$ cat config.mk
export PLATFORM = sky130hd
export DESIGN_NAME = sync_fifo_param
export DESIGN_NICKNAME = d
export VERILOG_FILES = /design/src/rtl/fifo_pkg.sv /design/src/rtl/fifo_ram.sv /design/src/rtl/sync_fifo_param.sv
export SDC_FILE = /design/constraint.sdc
export NUM_CORES = 1
export LEC_CHECK = 0
export CORE_ASPECT_RATIO = 0.8
export CORE_MARGIN = 4
export CORE_UTILIZATION = 32
export DETAILED_ROUTE_END_ITERATION = 10
export GPL_TIMING_DRIVEN = 1
export PLACE_DENSITY = 0.53
export SLEW_MARGIN = 20
export SYNTH_ARGS = -nofsm -noshare
export SYNTH_HDL_FRONTEND = slang
export SYNTH_SLANG_ARGS = --single-unit
$ cat constraint.sdc
create_clock -name clk -period 3.1 [get_ports clk]
set_input_delay 0.465 -clock clk [delete_from_list [all_inputs] [get_ports clk]]
set_output_delay 0.465 -clock clk [all_outputs]
set_load 0.02 [all_outputs]
$ cat src/rtl/fifo_pkg.sv
// Shared FIFO helpers: address-width computation and parameter legality check,
// used by the single-clock and dual-clock FIFOs.
package fifo_pkg;

   function automatic int clog2(input int value);
      int r;
      r = 0;
      for (int i = 0; i < 31; i++) begin
         if ((32'sd1 <<< i) < value) begin
            r = i + 1;
         end
      end
      return r;
   endfunction

   function automatic bit params_ok(input int depth, input int af_level,
                                    input int ae_level, input int fwft);
      bit ok;
      ok = (depth >= 4) && ((depth & (depth - 1)) == 0);
      ok = ok && (af_level >= 1) && (af_level <= depth - 1);
      ok = ok && (ae_level >= 0) && (ae_level <= depth - 2);
      ok = ok && ((fwft == 0) || (fwft == 1));
      return ok;
   endfunction

endpackage

$ cat src/rtl/fifo_ram.sv
// Simple dual-port RAM: synchronous write, combinational read.
// Contents are intentionally not reset.
module fifo_ram #(
   parameter int DATA_W = 8,
   parameter int DEPTH  = 64,
   parameter int ADDR_W = 6
) (
   input  logic              clk,
   input  logic              we,
   input  logic [ADDR_W-1:0] waddr,
   input  logic [DATA_W-1:0] wdata,
   input  logic [ADDR_W-1:0] raddr,
   output logic [DATA_W-1:0] rdata
);

   logic [DATA_W-1:0] mem_r [DEPTH];

   // storage write port
   always_ff @(posedge clk) begin
      if (we) begin
         mem_r[waddr] <= wdata;
      end
   end

   assign rdata = mem_r[raddr];

endmodule

$ cat src/rtl/sync_fifo_param.sv
// Parametrised single-clock FIFO with almost-full/empty thresholds, overflow and
// underflow pulses, and optional first-word-fall-through output.
module sync_fifo_param
   import fifo_pkg::*;
#(
   parameter  int DATA_W   = 8,
   parameter  int DEPTH    = 64,
   parameter  int AF_LEVEL = 56,
   parameter  int AE_LEVEL = 8,
   parameter  int FWFT     = 0,
   localparam int ADDR_W   = clog2(DEPTH)
) (
   input  logic              clk,
   input  logic              rst,
   input  logic              wr_en,
   input  logic [DATA_W-1:0] buf_in,
   input  logic              rd_en,
   output logic [DATA_W-1:0] buf_out,
   output logic              buf_empty,
   output logic              buf_full,
   output logic              almost_empty,
   output logic              almost_full,
   output logic [ADDR_W:0]   fifo_counter,
   output logic              overflow,
   output logic              underflow
);

   localparam int CNT_W = ADDR_W + 1;

   if (!params_ok(DEPTH, AF_LEVEL, AE_LEVEL, FWFT)) begin : g_param_err
      $error("sync_fifo_param: illegal DEPTH/AF_LEVEL/AE_LEVEL/FWFT");
   end

   logic [ADDR_W-1:0] wr_ptr_r;
   logic [ADDR_W-1:0] rd_ptr_r;
   logic [CNT_W-1:0]  count_r;
   logic              overflow_r;
   logic              underflow_r;
   logic              wr_acc_s;
   logic              rd_acc_s;
   logic              empty_s;
   logic              full_s;
   logic [DATA_W-1:0] ram_rdata_s;

   assign empty_s  = (count_r == {CNT_W{1'b0}});
   assign full_s   = (count_r == CNT_W'(DEPTH));
   assign wr_acc_s = wr_en & ~full_s;
   assign rd_acc_s = rd_en & ~empty_s;

   fifo_ram #(
      .DATA_W (DATA_W),
      .DEPTH  (DEPTH),
      .ADDR_W (ADDR_W)
   ) u_ram (
      .clk   (clk),
      .we    (wr_acc_s),
      .waddr (wr_ptr_r),
      .wdata (buf_in),
      .raddr (rd_ptr_r),
      .rdata (ram_rdata_s)
   );

   // pointers, occupancy and error pulses; pointers wrap naturally at DEPTH
   always_ff @(posedge clk or posedge rst) begin
      if (rst) begin
         wr_ptr_r    <= {ADDR_W{1'b0}};
         rd_ptr_r    <= {ADDR_W{1'b0}};
         count_r     <= {CNT_W{1'b0}};
         overflow_r  <= 1'b0;
         underflow_r <= 1'b0;
      end else begin
         if (wr_acc_s) begin
            wr_ptr_r <= wr_ptr_r + ADDR_W'(1);
         end
         if (rd_acc_s) begin
            rd_ptr_r <= rd_ptr_r + ADDR_W'(1);
         end
         case ({wr_acc_s, rd_acc_s})
            2'b10:   count_r <= count_r + CNT_W'(1);
            2'b01:   count_r <= count_r - CNT_W'(1);
            default: count_r <= count_r;
         endcase
         overflow_r  <= wr_en & full_s;
         underflow_r <= rd_en & empty_s;
      end
   end

   if (FWFT == 0) begin : g_std
      logic [DATA_W-1:0] rd_data_r;

      // registered read: head word captured only when a read is accepted
      always_ff @(posedge clk or posedge rst) begin
         if (rst) begin
            rd_data_r <= {DATA_W{1'b0}};
         end else if (rd_acc_s) begin
            rd_data_r <= ram_rdata_s;
         end else begin
            rd_data_r <= rd_data_r;
         end
      end

      assign buf_out = rd_data_r;
   end else begin : g_fwft
      // head word shown directly; meaningless while empty
      assign buf_out = ram_rdata_s;
   end

   assign buf_empty    = empty_s;
   assign buf_full     = full_s;
   assign almost_empty = (count_r <= CNT_W'(AE_LEVEL));
   assign almost_full  = (count_r >= CNT_W'(AF_LEVEL));
   assign fifo_counter = count_r;
   assign overflow     = overflow_r;
   assign underflow    = underflow_r;

endmodule
# After elaboration in Yosys (flattened, before gate mapping)
# Memory sizes are Yosys's and may differ from the RTL's. A register that Yosys moved wholly into a read port is not among the register bits.
# Index checks and enable logic that the tools add are counted.
word_totals:
  in_bits: 12
  out_inout_bits: 21
  elab_cells: 26
  n_memories: 1
  regBits: 21
  ramBits: 512
mem_list:
  columns: ["name", "words", "word_bits", "rd", "rd_clocked_by_memory_dff", "wr", "line_no", "rtl"]
  rows:
  - ["u_ram.mem_r", 64, 8, 1, 1, 1, "fifo_ram.sv:16", "logic [DATA_W-1:0] mem_r [DEPTH];"]
classes:
  bitwise: 6
  eq_ne: 3
  n_mux: 3
  add_sub_neg: 4
  magnitude_cmp: 2
  n_reduce_logical: 2
ops:
  columns: ["cell", "n"]
  rows:
  - ["case mux 7 bit (2 select lines)", 1]
  - ["adder 6 x 1 -> 6 bit (second input constant)", 2]
  - ["adder 7 x 1 -> 7 bit (second input constant)", 1]
  - ["equality test 7 bit (second input constant)", 1]
  - ["greater-or-equal comparator 7 x 6 -> 1 bit (second input constant)", 1]
  - ["<= comparator 7 x 4 -> 1 bit (second input constant)", 1]
  - ["zero test 7 bit", 1]
  - ["subtractor 7 x 1 -> 7 bit (second input constant)", 1]
  - ["bitwise AND 1 bit", 4]
  - ["equality test 2 x 1 -> 1 bit (second input constant)", 1]
  - ["equality test 2 bit (second input constant)", 1]
  - ["2-to-1 mux 1 bit", 2]
  - ["inverter 1 bit", 2]
  - ["nonzero test 2 bit", 1]

# Depth between registers and ports, before layout
# Gate-level depths: netlist (run 1).
logic_depth:
  depth_word: 5
  depth_mapped: 14
  mapped_depth_nobuf: 11

# Cells and area by module
# A second synthesis (run 1) with hierarchy kept.
unflattened:
  cells_unflattened: 1066
  area_unflattened_um2: 21560.7
modules_own_cells:
  columns: ["mod", "seq_area_each_um2", "area_each_um2", "cells_each", "n_inst"]
  rows:
  - ["fifo_ram", 15374.7, 20006.7, 932, 1]
  - ["sync_fifo_param", 725.7, 1554.0, 134, 1]

# Worst setup path after synthesis (run 1)
# No wires, ideal clock.
synth_timing:
  path_kind: "reg-to-reg"
  startpoint: "register count_r[1], in the netlist fifo_counter[1]"
  endpoint: "register count_r[6], in the netlist fifo_counter[6]"
  setup_time_ps: 80
  stages_incl_launch_ff: 14
  arrival_time_ps: 3215
  required_time_ps: 3020
  path_slack_ps: -195
  path_buffers: 2
  period_less_slack_ps: 3295
  cell_sequence: "dfrtp_1 > buf_2 > nor4_2 > a31oi_1 > inv_1 > ha_1 > clkbuf_1 > xor2_1 > ha_1 > or3_1 > a21oi_1 > or4_1 > a31oi_1 > xnor2_1"
synth_via:
  elab_chain_cells: 5
  word_cells_on_any_way: 12
synth_rtl:
  columns: ["element", "line_no", "rtl"]
  rows:
  - ["start, declared", "sync_fifo_param.sv:36", "logic [CNT_W-1:0] count_r;"]
  - ["start signal, assigned", "sync_fifo_param.sv:68", "count_r <= {CNT_W{1'b0}};"]
  - ["start signal, assigned", "sync_fifo_param.sv:79", "2'b10: count_r <= count_r + CNT_W'(1);"]
  - ["start signal, assigned", "sync_fifo_param.sv:80", "2'b01: count_r <= count_r - CNT_W'(1);"]
  - ["branches (longest 5 deep; another with subtractor 7 x 1 -> 7 bit)", null, null]
# Parallel ways; which one is timed is not known.
# A chain may end at the register's enable or synchronous reset.

# Worst setup path in the final report (run 1)
layout_timing:
  startpoint: "register count_r[5], in the netlist fifo_counter[5]"
  endpoint: "register count_r[6], in the netlist fifo_counter[6]"
layout_via:
  elab_chain_cells: 5
  word_cells_on_any_way: 12
layout_rtl:
  columns: ["element", "line_no", "rtl"]
  rows:
  - ["zero test 7 bit *", "sync_fifo_param.sv:45", "assign empty_s = (count_r == {CNT_W{1'b0}});"]
  - ["inverter 1 bit *", "sync_fifo_param.sv:48", "assign rd_acc_s = rd_en & ~empty_s;"]
  - ["bitwise AND 1 bit *", "sync_fifo_param.sv:48", null]
  - ["named net rd_acc_s", "sync_fifo_param.sv:40", "logic rd_acc_s;"]
  - ["equality test 2 x 1 -> 1 bit / equality test 2 bit (equally long branches)", "sync_fifo_param.sv:78", "case ({wr_acc_s, rd_acc_s})"]
  - ["case mux 7 bit (2 select lines) / nonzero test 2 bit (equally long branches)", null, null]
# Mark *: on every way through the listed nets, which the timed path passes. The rest lies on a longest branch.

==> impl_metrics.csv, run 1 <==
group,metric,value,unit
critical_path,cp.arrival,3.33,ns
pwr,p_int,15.6,mW
floorplan,rows,84,
clock_tree,cts_resized,0,
yosys,syn_nets,1138,
route,routed_via_density,5.11,
final_layout,nNetsFinal,1288,
sta,max_slew_margin,0.372,
grt,grt_pass1_vias,11200,
place,place_congestion,0.813,
sta,period_share,0.907,
critical_path,end_kind,"flop",
route,dr.pass1.iters,5,
yosys,synth_warnings,0,
route,route.antenna.remaining_nets,0,
yosys,synth.yosys.seq_area_share,0.747,
pwr,p_sw_frac,0.310,
sta,rsz0062_at_grt,"false",
grt,antenna_found_initial,1,
floorplan,dieArea,71600,um^2
yosys,post-synth-top-area-fraction,0.714,
floorplan,start_util,0.325,
grt,grtUsageTotal,0.146,
final_layout,drive_gt1_frac,0.285,
clock_tree,postCtsSetupBuffers,0,
sta,worst_slew_pin_slew,0.941,ns
yosys,yosys.area.top_type,"edfxtp_1",
place,numPortBuffers,32,
grt,grt_max_degree,65,
critical_path,criticalPathCategory,"flop to flop",
sta,setup_violations,0,
sta,worst_clock_skew,0.0241,ns
clock_tree,insertion_delay,0.60,ns
critical_path,crit_path_max_fanout,6,
clock_tree,cts_buffers,54,
pwr,pwr-share-clk,0.311,
final_layout,areaGrowthSynthToFinish,18.3,%
pwr,peakVddDrop,0.000476,V
clock_tree,ctsHtreeMaxLevel,2,
route,vias,11100,
critical_path,worst_setup_path_start_kind,"flop",
route,drt_iter0_drc,981,
sta,fmax,356,MHz
pwr,p_sw,7.00,mW
yosys,synth_top_flop_cell,"edfxtp_1",
yosys,async_flop_share,0.0536,
grt,grt_pass1_wl,77200,um
pwr,p_seq_frac,0.398,
route,remaining_drc_errors,0,
floorplan,fp.dieH,240,um
yosys,syn_area,21500,um^2
clock_tree,cts_sinks,541,
place,dp_hpwl,34100,um
sta,holdWs,0.202,ns
floorplan,core_region_area,66200,um^2
yosys,synth-seq-cells,541,
yosys,ys_top_cells_by_area,"edfxtp_1 71%, mux4_2 10%, dfrtp_1 3.4%",
job,cap_violations,0,
clock_tree,clk_pin_slew,0.06,ns
yosys,syn_inst,1121,
pwr,leakage,8.31,nW
final_layout,antenna_cells,0,
clock_tree,cts_buffer_depth,3,
sta,finalHoldViolCount,0,
route,drt-total-wl,52400,um
min_path,hp-class,"input pin to flop",
pwr,p_per_area,886,nW/um^2
run_status,outcome,"finished clean",
critical_path,required,3.62,ns
sta,min_period,2.81,ns
yosys,yosysMostFrequentCell,"edfxtp_1",
yosys,yosysUniqueCellTypes,51,
clock_tree,cts_root_buffer,"clkbuf_16",
sta,report.final.slew_viol_count,0,
floorplan,ioPinCount,33,
sta,fin_setup_tns,0,ns
yosys,synth_commonest_cells,"512 x edfxtp_1, 100 x mux4_2, 86 x nor2_1",
yosys,synth-edff-count,512,
route,routedWlPerCell,24.1,um
yosys,avgSynthCellArea,19.2,um^2
floorplan,die_w,298,um
grt,gr-total-overflow,0,
clock_tree,holdBufCountCts,0,
pwr,combinationalPowerShare,0.291,
final_layout,fillerInstances,6023,
clock_tree,cts_tree,"yes",
-- worst max-delay path: stages, from the launching register on --
cell      delay, ns
dfrtp_1        0.46
nor2_1         0.34
a31o_2         0.24
inv_2          0.04
ha_1           0.21
xor2_1         0.14
ha_1           0.21
or3_1          0.31
a21oi_1        0.26
o211ai_1       0.14
a31oi_1        0.24
xnor2_1        0.14
-- flip-flops by register name (all words and copies together), names as in the netlist --
| signal | flops |
|---|---|
| wr_ptr_r | 6 |
| fifo_counter | 7 |
| overflow | 1 |
| rd_ptr_r | 6 |
| u_ram.mem_r | 512 |
| buf_out | 8 |
| underflow | 1 |
-- stage by stage --
stage	util	area [um^2]	power, mW	cells	worst slack (ns)
6_report	0.385	25500	22.6	2175	0.289
3_5_place_dp	0.356	23600	15.7	2075	0.0880
2_1_floorplan	-	21600	13.2	1121	0.000749
5_1_grt	0.385	25500	23.6	2175	0.0743
3_3_place_gp	0.356	23600	15.7	2075	0.125
4_1_cts	0.385	25500	22.8	2175	0.300
-- power by group through the flow --
stage                     sequential [mW]  clock [mW]  combinational (mW)
after floorplan                      8.84           0                4.39
after global placement               9.11           0                6.59
after detailed placement             9.12           0                6.61
after CTS                            8.97        7.17                6.63
after global routing                 9.02        7.53                7.03
final                                8.97        7.02                6.58
-- kinds of logic after synthesis --
group                    count (synthesis)  synth area share
AO/OA/AOI/OAI                           98            0.0318
XOR/XNOR                                18           0.00732
adder cells (fa/ha/maj)                  5           0.00290
buffers and inverters                   72            0.0173
flip-flops                             541             0.747
multiplexers                           199             0.153
AND/OR/NAND/NOR                        188            0.0402
-- area by class of cell --
cell class              count  area, um^2  area share
well taps                 860        1080      0.0422
flip-flops and latches    541       16100       0.632
repair buffers            158        1280      0.0501
multi-input cells         508        5080       0.199
clock inverters            33         458      0.0180
inverters                   8        30.0     0.00118
clock buffers              67        1450      0.0570
-- metal layers --
| layer | wire [um] | global-route usage |
|---|---|---|
| met1 | 25100 | 0.220 |
| met3 | 3500 | 0.0333 |
| met4 | 1190 | 0.0387 |
| met2 | 22600 | 0.212 |
| met5 | 10 | 0 |
-- path summary, 6_finish.rpt --
path,from,end,slack [ns],cells after the start
min in group asynchronous,rst,fifo_counter[0],0.37,2
worst max-delay path,fifo_counter[5],fifo_counter[6],0.29,11
worst min-delay path,buf_in[3],u_ram.mem_r[10][3],0.20,1
worst max register to register,fifo_counter[5],fifo_counter[6],0.29,11
max in group asynchronous,rst,rd_ptr_r[1],2.04,2
worst min register to register,wr_ptr_r[2],wr_ptr_r[2],0.55,1
-- placed cells by master (no fill, tap or decap), drive strengths merged, types with 4 or more instances in the layout --
cell           count
ha                 5
clkbuf            67
nand4              9
o32ai              6
dfrtp             29
mux2i             54
inv                9
clkinv            19
nor2              86
nor2b             12
a211oi            11
o21ai             16
clkdlybuf4s50     24
a221oi             5
mux2              45
a22oi              7
nand2b             6
buf              134
bufinv            11
o22ai             17
a22o               6
xnor2             10
nand2             41
nand3b             4
xor2               8
mux4             100
a21oi              7
edfxtp           512
nand3              9
o211ai             8
No activity file was read; power rests on OpenSTA's default activity.
==> run 2, diff against run 1 <==
CORE_MARGIN = unset   (was 4)
==> run 2 against run 1 <==
Effect of this change:
- die area shrank 4.5%
- hold slack gained 0.17 ns
- sequential share of layout area grew 0.23 points
- setup slack lost 0.083 ns
- sequential power grew 0.4%
==> impl_metrics.csv, run 2 (synthesis gave the netlist of run 1 again) <==
group,metric,value,unit
grt,gr-total-overflow,0,
grt,grt_pass1_vias,11200,
pwr,p_per_area,875,nW/um^2
sta,min_period,2.89,ns
final_layout,largest_register_ffs,512,
critical_path,cp.arrival,3.40,ns
sta,rsz0062_at_grt,"false",
final_layout,areaGrowthSynthToFinish,17.9,%
critical_path,crit_path_max_fanout,6,
route,drt-total-wl,52000,um
clock_tree,cts_resized,0,
critical_path,ff2ff_setup_slack,0.21,ns
critical_path,end_kind,"flop",
route,vias,11000,
floorplan,dieArea,68400,um^2
critical_path,required,3.61,ns
place,numPortBuffers,32,
floorplan,rows,84,
clock_tree,cts_root_buffer,"clkbuf_16",
grt,antenna_found_initial,0,
pwr,leakage,8.27,nW
floorplan,fp.dieH,234,um
grt,grtUsageTotal,0.153,
route,dr.pass1.iters,5,
final_layout,regMostFlops,"u_ram.mem_r",
sta,max_slew_margin,0.407,
final_layout,drive_gt1_frac,0.279,
sta,setup_violations,0,
run_status,outcome,"finished clean",
sta,worst_slew_pin_slew,0.888,ns
final_layout,final_common_cell,"edfxtp_1",
final_layout,mostFrequentLayoutCells,"512 x edfxtp_1, 125 x buf_4, 100 x mux4_2",
min_path,hp-class,"input pin to async pin",
clock_tree,ctsHtreeMaxLevel,2,
route,routed_via_density,5.07,
grt,grt_max_degree,65,
place,place_area,23700,um^2
place,dp_hpwl,33900,um
floorplan,start_util,0.326,
grt,grt_pass1_wl,76900,um
sta,report.final.slew_viol_count,0,
final_layout,final_area,25400,um^2
sta,fin_setup_tns,0,ns
floorplan,ioPinCount,33,
clock_tree,cts_buffers,52,
final_layout,nNetsFinal,1294,
sta,worst_clock_skew,0.0351,ns
route,route.antenna.remaining_nets,0,
clock_tree,postCtsSetupBuffers,0,
route,routedWlPerCell,23.9,um
final_layout,fillerInstances,5965,
clock_tree,insertion_delay,0.59,ns
sta,period_share,0.933,
clock_tree,cts_tree,"yes",
route,drt_iter0_drc,1084,
clock_tree,clk_pin_slew,0.06,ns
route,remaining_drc_errors,0,
sta,fmax,346,MHz
critical_path,worst_setup_path_start_kind,"flop",
clock_tree,cts_sinks,541,
clock_tree,cts_buffer_depth,3,
clock_tree,holdBufCountCts,0,
floorplan,die_w,292,um
place,place_congestion,0.791,
floorplan,core_region_area,66100,um^2
job,cap_violations,0,
critical_path,criticalPathCategory,"flop to flop",
pwr,peakVddDrop,0.000515,V
sta,finalHoldViolCount,0,
-- run 2: per-stage QoR --
step / utilization / total power [mW] / hold WS, ns / setup slack, ns / cells
2_1_floorplan: - / 13.2 / 0.479 / 0.000749 / 1121
5_1_grt: 0.384 / 23.1 / 0.343 / 0.0962 / 2179
3_5_place_dp: 0.358 / 16.0 / 0.529 / 0.101 / 2083
3_3_place_gp: 0.358 / 16.0 / 0.525 / 0.122 / 2083
6_report: 0.384 / 22.2 / 0.370 / 0.207 / 2180
4_1_cts: 0.384 / 22.4 / 0.344 / 0.271 / 2179
-- run 2: report_power, final --
part           internal, mW  leakage (nW)  switching, mW  total, mW
combinational          3.10          2.49           3.75       6.85
clock                  3.67         0.827           2.69       6.36
sequential             8.42          4.95          0.586       9.01
-- run 2: final cells by class --
class / count / area, um^2 / share of cell area
sequential: 541 / 16100 / 0.634
multi-input combinational: 508 / 5080 / 0.200
timing repair buffer: 166 / 1400 / 0.0551
clock buffer: 65 / 1390 / 0.0548
tap: 860 / 1080 / 0.0424
clock inverter: 31 / 300 / 0.0118
inverter: 8 / 30.0 / 0.00118
antenna: 1 / 2.50 / 0.0000986
-- run 2: routing by layer --
layer	routed length [um]	global-route usage
met1	25700	0.236
met2	22500	0.225
met3	2970	0.0267
met4	825	0.0336
met5	0	0
-- run 2: final timing paths --
| path | end | from | cells past startpoint |
|---|---|---|---|
| max reg2reg | fifo_counter[6] | fifo_counter[5] | 11 |
| min | fifo_counter[2] | rst | 2 |
| min reg2reg | wr_ptr_r[2] | wr_ptr_r[2] | 1 |
| min in group clk | u_ram.mem_r[58][4] | buf_in[4] | 1 |
| max | fifo_counter[6] | fifo_counter[5] | 11 |
| max in group asynchronous | buf_out[5] | rst | 3 |
-- run 2: critical path: stages (launching register included) --
cell and delay (ns):
dfrtp_1 0.45, nor2_1 0.39, a31o_2 0.26, inv_2 0.04
ha_1 0.21, xor2_1 0.15, ha_1 0.21, or3_1 0.32
a21oi_1 0.26, o211ai_1 0.13, a31oi_1 0.24, xnor2_1 0.15
==> run 3, diff against run 2 <==
PLACE_DENSITY = 0.51   (was 0.53)
clock period = 2.8 ns   (was 3.1 ns; I/O delays follow)
==> run 3 against run 2 <==
Effect of this change:
- hold slack got worse by 0.15 ns
- non-clock buffer count grew 1
- sequential share of layout area shrank 0.091 points
- largest cell class unchanged
- first-iteration DRC count fell by 11%
==> impl_metrics.csv, run 3 (synthesis gave the netlist of run 1 again) <==
group,metric,value,unit
grt,antenna_found_initial,1,
route,drt-total-wl,51600,um
critical_path,reg2reg_to,"fifo_counter[6]",
pwr,p_int,16.7,mW
sta,report.final.slew_viol_count,0,
floorplan,dieArea,68400,um^2
critical_path,ff2ff_setup_slack,0.14,ns
pwr,leakage,8.27,nW
critical_path,path_depth,3,
sta,setup_violations,0,
grt,grt_pass1_wl,76700,um
floorplan,start_util,0.326,
critical_path,required,2.38,ns
sta,finalHoldViolCount,0,
clock_tree,insertion_delay,0.61,ns
critical_path,critPathTopFamily,"simple AND/OR/NAND/NOR gates",
critical_path,cp-startpoint,"fifo_counter[1]",
clock_tree,cts_buffers,54,
pwr,peakVddDrop,0.000430,V
run_status,outcome,"finished clean",
critical_path,criticalPathCategory,"flop to output pin",
sta,worst_slew_pin_slew,0.857,ns
pwr,combinationalPowerShare,0.313,
final_layout,mostFrequentLayoutCells,"512 x edfxtp_1, 123 x buf_4, 100 x mux4_2",
clock_tree,cts_root_buffer,"clkbuf_16",
floorplan,core_region_area,66100,um^2
pwr,pwr-share-clk,0.282,
route,vias,11000,
route,routed_via_density,5.03,
clock_tree,cts_buffer_depth,3,
critical_path,setup.worst_path.end,"buf_full",
sta,rsz0062_at_grt,"true",
place,place_congestion,0.807,
pwr,p_per_area,957,nW/um^2
final_layout,final_util,0.385,
sta,period_share,0.966,
sta,fmax,370,MHz
critical_path,timing.rr.start,"fifo_counter[1]",
grt,grt_max_degree,65,
pwr,p_seq_frac,0.405,
route,route.antenna.remaining_nets,0,
floorplan,ioPinCount,33,
critical_path,crit_buf_inv,1,
final_layout,regMostFlops,"u_ram.mem_r",
sta,max_slew_margin,0.429,
final_layout,nNetsFinal,1297,
sta,min_period,2.71,ns
critical_path,worst_path_max_delay_cell,"clkdlybuf4s50_1",
place,numPortBuffers,32,
pwr,p_sw,7.68,mW
critical_path,worst_setup_path_start_kind,"flop",
min_path,hp-class,"input pin to async pin",
floorplan,rows,84,
route,remaining_drc_errors,0,
route,drt_iter0_drc,965,
grt,grt_pass1_vias,11300,
critical_path,reg2reg_depth,11,
place,dp_hpwl,33600,um
job,cap_violations,0,
pwr,p_sw_frac,0.315,
route,dr.pass1.iters,5,
final_layout,largest_register_ffs,512,
final_layout,areaGrowthSynthToFinish,18.0,%
sta,worst_clock_skew,0.0217,ns
grt,gr-total-overflow,0,
final_layout,final_common_cell,"edfxtp_1",
critical_path,end_kind,"output pin",
critical_path,cp.arrival,2.29,ns
route,routedWlPerCell,23.7,um
clock_tree,clk_pin_slew,0.06,ns
critical_path,slowest_delay,0.62,ns
critical_path,crit_path_max_fanout,4,
clock_tree,cts_tree,"yes",
critical_path,worstPathCellList,"nor4_4, and3_1, clkdlybuf4s50_1",
sta,holdWs,0.217,ns
floorplan,fp.dieH,234,um
floorplan,die_w,292,um
final_layout,drive_gt1_frac,0.284,
pwr,power,24.3,mW
clock_tree,cts_sinks,541,
clock_tree,ctsHtreeMaxLevel,2,
grt,grtUsageTotal,0.154,
-- run 3: changes by cell type in the layout (fill, tap and decap cells not counted), moves of 2 or more --
cell,previous run,this run
clkinv_1,17,10
a21oi_2,0,2
a21oi_1,7,5
clkbuf_1,11,21
bufinv_16,6,3
ha_1,5,3
buf_4,125,123
inv_6,1,3
buf_12,9,12
-- run 3: how the worst min path moves through the flow --
stage | startpoint | end | slack [ns] | depth (start not counted)
2_1_floorplan | wr_ptr_r[2] | wr_ptr_r[2] | 0.48 | 1
3_3_place_gp | wr_ptr_r[2] | wr_ptr_r[2] | 0.51 | 1
3_5_place_dp | wr_ptr_r[2] | wr_ptr_r[2] | 0.53 | 1
4_1_cts | rst | fifo_counter[2] | 0.21 | 2
5_1_grt | rst | fifo_counter[0] | 0.26 | 2
6_report | rst | fifo_counter[2] | 0.22 | 2
-- run 3: repair_timing --
item                                   in CTS  in global routing
buffers inserted                            0                  0
resized for setup                           0                  3
hold buffers                                0                  0
endpoints found under the hold margin       0                  0
setup endpoints to repair                   0                  3
-- run 3: power groups by stage --
stage	Combinational (mW)	Clock, mW	Sequential [mW]
2_1_floorplan	4.90	0	9.80
3_3_place_gp	7.64	0	10.0
3_5_place_dp	7.68	0	10.0
4_1_cts	7.70	7.03	9.86
5_1_grt	8.17	7.32	9.90
6_report	7.62	6.86	9.86
-- run 3: per-layer routing --
metal  global-route usage  vias up  wire length [um]
li1                     -     4857                 -
met1                0.232     5795             25600
met2                0.224      256             22300
met3               0.0318       63              2830
met4               0.0401        0               949
met5                    0        -                 0
-- run 3: cell type report --
class | instances | area, um^2
Inverter | 8 | 35.0
Timing Repair Buffer | 167 | 1440
Clock inverter | 22 | 184
Tap cell | 860 | 1080
Fill cell | 5995 | 40700
Sequential cell | 541 | 16100
Multi-Input combinational cell | 508 | 5120
Antenna cell | 1 | 2.50
Clock buffer | 76 | 1460
-- run 3: through the flow --
stage,setup TNS (ns),worst slack (ns),area (um^2),std cells
4_1_cts,0,0.0740,25400,2182
3_5_place_dp,-0.0279,-0.0279,23800,2084
3_3_place_gp,-0.0325,-0.0233,23800,2084
5_1_grt,-0.0222,-0.0222,25400,2182
6_report,0,0.0943,25400,2183
2_1_floorplan,-0.239,-0.130,21600,1121
